### config.mk
export PLATFORM = sky130hd
export DESIGN_NAME = transmitir_serie_param
export DESIGN_NICKNAME = d
export VERILOG_FILES = /design/src/rtl/transmitir_serie_param.sv
export SDC_FILE = /design/constraint.sdc
export NUM_CORES = 1
export LEC_CHECK = 0
export ABC_AREA = 1
export BUFFER_PORTS_ARGS = -buffer_cell sky130_fd_sc_hd__buf_2
export CORE_MARGIN = 3
export CORE_UTILIZATION = 54
export CTS_CLUSTER_DIAMETER = 40
export DETAILED_ROUTE_END_ITERATION = 10
export PLACE_DENSITY = 0.81
export SYNTH_ARGS = -nofsm -noshare
export SYNTH_HDL_FRONTEND = slang
export SYNTH_SLANG_ARGS = --single-unit
### constraint.sdc
create_clock -name CLKOUT -period 2.3 [get_ports CLKOUT]
set_input_delay 0.115 -clock CLKOUT [delete_from_list [all_inputs] [get_ports CLKOUT]]
set_output_delay 0.115 -clock CLKOUT [all_outputs]
set_load 0.02 [all_outputs]
### src/rtl/transmitir_serie_param.sv
// Purpose : buffered serial frame transmitter (start, LSB-first data, optional odd parity, stop bits).
// Latency : word written at edge N (idle, FIFO empty) -> busy after N, Rx start bit after N+1.
// Backpr. : full when DEPTH words are stored; a write while full is dropped and pulses overflow.
//
// Ports : CLKOUT (clock), reset_n (async active-low), d_in/enable (write side),
//         full, busy, done, overflow (status), Rx (registered serial line, idles high).
// Macro : TXPS2_PARITY_EN -- when defined, an odd parity bit follows the data bits.
module transmitir_serie_param #(
    parameter int DATA_W    = 8,
    parameter int DIV       = 4,
    parameter int DEPTH     = 4,
    parameter int STOP_BITS = 1
) (
    input  logic              CLKOUT,
    input  logic              reset_n,
    input  logic [DATA_W-1:0] d_in,
    input  logic              enable,
    output logic              full,
    output logic              busy,
    output logic              done,
    output logic              overflow,
    output logic              Rx
);
    localparam int AW     = $clog2(DEPTH);
    localparam int BW     = $clog2(DATA_W);
    localparam int DCW    = (DIV > 1) ? $clog2(DIV) : 1;

    localparam logic [AW:0]    DEPTH_CNT = (AW+1)'(DEPTH);
    localparam logic [DCW-1:0] DIV_LAST  = DCW'(DIV - 1);
    localparam logic [BW-1:0]  BIT_LAST  = BW'(DATA_W - 1);
    localparam logic [BW-1:0]  STOP_LAST = BW'(STOP_BITS - 1);

    typedef enum logic [2:0] {
        S_IDLE   = 3'd0,
        S_START  = 3'd1,
        S_DATA   = 3'd2,
`ifdef TXPS2_PARITY_EN
        S_PARITY = 3'd3,
`endif
        S_STOP   = 3'd4
    } state_t;

    // ------------------------------------------------------------------
    // FIFO: pointers carry one extra wrap bit so full/empty come from the
    // pointer difference alone.
    // ------------------------------------------------------------------
    logic [DATA_W-1:0] mem_q [DEPTH];
    logic [AW:0]       wr_ptr_q, rd_ptr_q;
    logic [AW:0]       count;
    logic              empty;
    logic              push;
    logic              pop;
    logic [DATA_W-1:0] head;

    assign count    = wr_ptr_q - rd_ptr_q;
    assign full     = (count == DEPTH_CNT);
    assign empty    = (count == '0);
    // Full is judged on the current count, so a same-cycle pop does not
    // rescue a write that arrives while full.
    assign push     = enable & ~full;
    assign overflow = enable & full;
    assign head     = mem_q[rd_ptr_q[AW-1:0]];

    always_ff @(posedge CLKOUT or negedge reset_n) begin
        if (!reset_n) begin
            wr_ptr_q <= '0;
            rd_ptr_q <= '0;
        end else begin
            if (push) wr_ptr_q <= wr_ptr_q + 1'b1;
            if (pop)  rd_ptr_q <= rd_ptr_q + 1'b1;
        end
    end

    always_ff @(posedge CLKOUT) begin
        if (push) mem_q[wr_ptr_q[AW-1:0]] <= d_in;
    end

    // ------------------------------------------------------------------
    // Framing FSM
    // ------------------------------------------------------------------
    state_t            state_q, state_d;
    logic [DCW-1:0]    div_cnt_q, div_cnt_d;
    logic [BW-1:0]     bit_cnt_q, bit_cnt_d;   // data bit index, reused as stop bit index
    logic [DATA_W-1:0] shift_q, shift_d;
    logic              rx_q, rx_d;
    logic              bit_end;
`ifdef TXPS2_PARITY_EN
    logic              par_q, par_d;
`endif

    always_ff @(posedge CLKOUT or negedge reset_n) begin
        if (!reset_n) begin
            state_q   <= S_IDLE;
            div_cnt_q <= '0;
            bit_cnt_q <= '0;
            shift_q   <= '0;
            rx_q      <= 1'b1;
`ifdef TXPS2_PARITY_EN
            par_q     <= 1'b0;
`endif
        end else begin
            state_q   <= state_d;
            div_cnt_q <= div_cnt_d;
            bit_cnt_q <= bit_cnt_d;
            shift_q   <= shift_d;
            rx_q      <= rx_d;
`ifdef TXPS2_PARITY_EN
            par_q     <= par_d;
`endif
        end
    end

    always_comb begin
        state_d   = state_q;
        div_cnt_d = div_cnt_q;
        bit_cnt_d = bit_cnt_q;
        shift_d   = shift_q;
        rx_d      = rx_q;
`ifdef TXPS2_PARITY_EN
        par_d     = par_q;
`endif
        pop       = 1'b0;
        done      = 1'b0;
        bit_end   = (div_cnt_q == DIV_LAST);

        // Divider free-runs inside a bit and restarts at every bit boundary.
        if (state_q != S_IDLE) begin
            div_cnt_d = bit_end ? '0 : div_cnt_q + 1'b1;
        end

        case (state_q)
            S_IDLE: begin
                rx_d      = 1'b1;
                div_cnt_d = '0;
                bit_cnt_d = '0;
                if (!empty) begin
                    pop     = 1'b1;
                    shift_d = head;
`ifdef TXPS2_PARITY_EN
                    par_d   = ~^head;
`endif
                    rx_d    = 1'b0;
                    state_d = S_START;
                end
            end
            S_START: begin
                if (bit_end) begin
                    state_d   = S_DATA;
                    rx_d      = shift_q[0];
                    shift_d   = shift_q >> 1;
                    bit_cnt_d = '0;
                end
            end
            S_DATA: begin
                if (bit_end) begin
                    if (bit_cnt_q == BIT_LAST) begin
                        bit_cnt_d = '0;
`ifdef TXPS2_PARITY_EN
                        state_d   = S_PARITY;
                        rx_d      = par_q;
`else
                        state_d   = S_STOP;
                        rx_d      = 1'b1;
`endif
                    end else begin
                        bit_cnt_d = bit_cnt_q + 1'b1;
                        rx_d      = shift_q[0];
                        shift_d   = shift_q >> 1;
                    end
                end
            end
`ifdef TXPS2_PARITY_EN
            S_PARITY: begin
                if (bit_end) begin
                    state_d   = S_STOP;
                    rx_d      = 1'b1;
                    bit_cnt_d = '0;
                end
            end
`endif
            S_STOP: begin
                if (bit_end) begin
                    if (bit_cnt_q == STOP_LAST) begin
                        done    = 1'b1;
                        state_d = S_IDLE;
                    end else begin
                        bit_cnt_d = bit_cnt_q + 1'b1;
                    end
                end
            end
            default: begin
                state_d = S_IDLE;
                rx_d    = 1'b1;
            end
        endcase
    end

    assign busy = (state_q != S_IDLE) | ~empty;
    assign Rx   = rx_q;

endmodule

==> summary.md <==
| Metric | Value |
|---|---|
| Core Rows | 25 |
| Nets | between 300 and 400 |
| Clock tree from TritonCTS | done |
| Most used flip-flop cell after synthesis | edfxtp_1 |
| RSZ-0062 raised after global routing | false |
| Hold slack final | between 0.02 and 0.03 ns |
| Net Switching | 1940 uW |
| Mapped Cells | between 200 and 300 |
| CTS buffer count | 5 |
| Synth Cell Area | about 2700 um^2 |
| Distinct cell type count of the synthesized netlist | 30 |
| Die footprint | 5930 um^2 |
| WS Path Type | reg2out |
| Internal power | roughly 2400 uW |
| GRT Overall Usage | 0.188 |
| Worst EP arrival | between 1.5 and 2 ns |
| Async S/R FF share, synth | 0.418 |
| R2r worst-path depth | 9 |
| Reg-to-Reg End | mem_q[0][3] |
| Max-cap viol count | 0 |
| GRT overflow | 0 |
| Synth top area cells | edfxtp_1 35%, dfrtp_1 20%, nand2_1 13%, nand3_1 6.4%, ha_1 5.1% |
| Die H | approximately 77 um |
| Final ANT Viol Nets | 0 |
| Sink Count | 55 |
| Fin crit share | 0.884 |
| Layout Skew | roughly 0.0075 ns |
| Initial Util | 0.569 |
| Multi-input gate area | around 1000 um^2 |
| Synth top area share | 0.353 |
| Syn_nets | 306 |
| DR DRC count | 0 |
| Post_cts resized | 0 |
| Core box area | roughly 4800 um^2 |
| Avg Cell Area, Syn | between 9 and 10 um^2 |
| Ant diodes | 0 |
| First-pass GRT wire length | 8780 um |
| Total Neg Setup Slack | 0 ns |
| #FFs+latches synth | 55 |
| DR vias | 1917 |
| Die X | 77.0 um |
| Sequential area share after synthesis | 0.565 |
| I/O Buffers | 15 |
| Antenna violations before repair | 0 |
| Synth area leader | edfxtp_1 |
| Slew @ Worst Pin | about 0.52 ns |
| Pleak | around 0.0014 uW |
| Final setup fails | 0 |
| Worst-path fanout max | 14 |
| Seq. cell area | ~1500 um^2 |
| Avg WL per Cell | 13.2 um |
| Combinational share of power | 0.502 |
| WP data required | ~2.2 ns |
| Top-count cell post-synth | nand2_1 |
| Crit path capture | busy |
| Root buffer cell | clkbuf_8 |
| Dpl hpwl | 3710 um |
| Startpoint Class | flip-flop |
| 1st-iter DRT viols | 118 |
| Post-synth EDFFs | 32 |
| Yosys Warn Count | 0 |
| Fmax | ~490 MHz |
| Worst Setup SP | wr_ptr_q[1] |
| Final hold violations | 0 |
| Top post-synthesis cells by count | 95 x nand2_1, 35 x nand3_1, 32 x edfxtp_1 |
| Largest net degree at the start of global routing | 24 |
| Wirelength, routed | 4950 um |
| Pins Over Slew Limit | 0 |
| Number of global-route vias before repair | a little under 2k |
| # fillers | around 390 |
| CTS H-tree depth | 2 |
| Worst Setup End Kind | output port |
| Seq pwr share | 0.365 |
| Worst r2r src | wr_ptr_q[1] |
| VDD IR-drop max | approximately 0.68 mV |
| Vias per cell | between 5 and 6 |
| Largest buffer count on any clock path | 2 |
| Worst R2R Setup Slack | about 0.35 ns |
| Share of cells above drive strength 1 | 0.156 |
| Part of the power in the clock network | 0.133 |
| Status | completed |
| Slew margin rel. | 0.657 |
| Min-Delay Path Class | in2reg |
| Syn-to-layout area delta | 9.32% |
| Routability Congestion | 0.821 |
| Worst hold stages | 1 |
| Worst-Skew Late Latency | ~0.32 ns |
| Sw frac | 0.449 |
| Pre-antenna DRT Iters | 4 |
| PwrDens | ~1500 nW/um^2 |
| IO Count | 16 |
| Clock-pin slew of the registers on the worst-case setup and hold paths | 0.10 ns |
| Tmin final | ~2.0 ns |
==> area by class of cell <==
| cell class | instances | share of cell area |
|---|---|---|
| clock buffers | 5 | 0.0231 |
| clock inverters | 3 | 0.0105 |
| inverters | 26 | 0.0328 |
| multi-input cells | 195 | 0.343 |
| flip-flops and latches | 55 | 0.516 |
| well taps | 67 | 0.0282 |
| repair buffers | 23 | 0.0462 |
==> per-layer routing <==
metal,vias up,part of all wire,track usage
met5,-,0,0
met4,0,0.020,0.0676
met3,12,0.044,0.0528
met2,42,0.47,0.298
met1,888,0.47,0.247
li1,975,-,-
==> placed cells by master, fill, tap and decap left out, types with 2 or more instances in the layout <==
cell       n
inv_8      2
ha_1      11
clkbuf_8   5
buf_2     15
xor2_1     2
nor2_2     2
dfrtp_1   22
o21ai_0    8
buf_4      7
xnor2_1    2
clkinv_1   2
a21oi_1    5
nand3_1   35
o21ai_1    3
nor3_1     2
nand2_1   95
nand4_1    2
inv_1     23
edfxtp_1  32
nand2_2    8
nor2_1    11
a21boi_0   2
==> worst min path at each step <==
stage | startpoint | slack [ns] | to
2_1_floorplan | reset_n | -0.18 | bit_cnt_q[0]
3_3_place_gp | reset_n | 0.12 | bit_cnt_q[1]
3_5_place_dp | reset_n | 0.13 | bit_cnt_q[0]
4_1_cts | d_in[7] | 0.02 | mem_q[1][7]
5_1_grt | d_in[4] | 0.02 | mem_q[1][4]
6_report | d_in[4] | 0.03 | mem_q[2][4]
==> state kept, by name, summed over array words and instances, names as in the netlist <==
register / flops
mem_q: 32
bit_cnt_q: 3
rd_ptr_q: 3
div_cnt_q: 2
wr_ptr_q: 3
state_q: 3
shift_q: 8
Rx: 1
==> repair_timing <==
action	in CTS	in global routing
buffers inserted	0	0
hold buffers	1	0
hold endpoints to repair	22	0
==> logic make-up after synthesis <==
logic type | share of synthesized area
simple gates | 0.272
buf+inv | 0.0606
flops | 0.565
xor+xnor | 0.0129
compound gates | 0.0395
fa+ha+maj | 0.0505
==> through the flow <==
step                total power, uW  instances  area [um^2]  setup slack [ns]  utilization
finish                         4320        374         2980             0.267        0.622
global route                   4750        374         2980             0.101        0.622
CTS                            4360        374         2980             0.251        0.622
detailed placement             3770        365         2870             0.359        0.599
global placement               3700        365         2870             0.417        0.599
floorplan                      3390        284         2720          -0.00628            -
==> power by group through the flow <==
stage / registers (uW) / clock network (uW) / logic [uW]
after detailed placement: 1600 / 0 / 2180
after CTS: 1570 / 590 / 2190
after floorplan: 1540 / 0 / 1850
final: 1580 / 575 / 2170
after global placement: 1580 / 0 / 2110
after global routing: 1610 / 637 / 2500
==> worst max-delay path: stages, from the launching register on <==
cell and delay, ns:
dfrtp_1 0.45, ha_1 0.35, nand2_1 0.08, nand2_1 0.05
nand2_1 0.13, nand4_4 0.28, buf_2 0.27
Power figures use the tool's default switching activity.
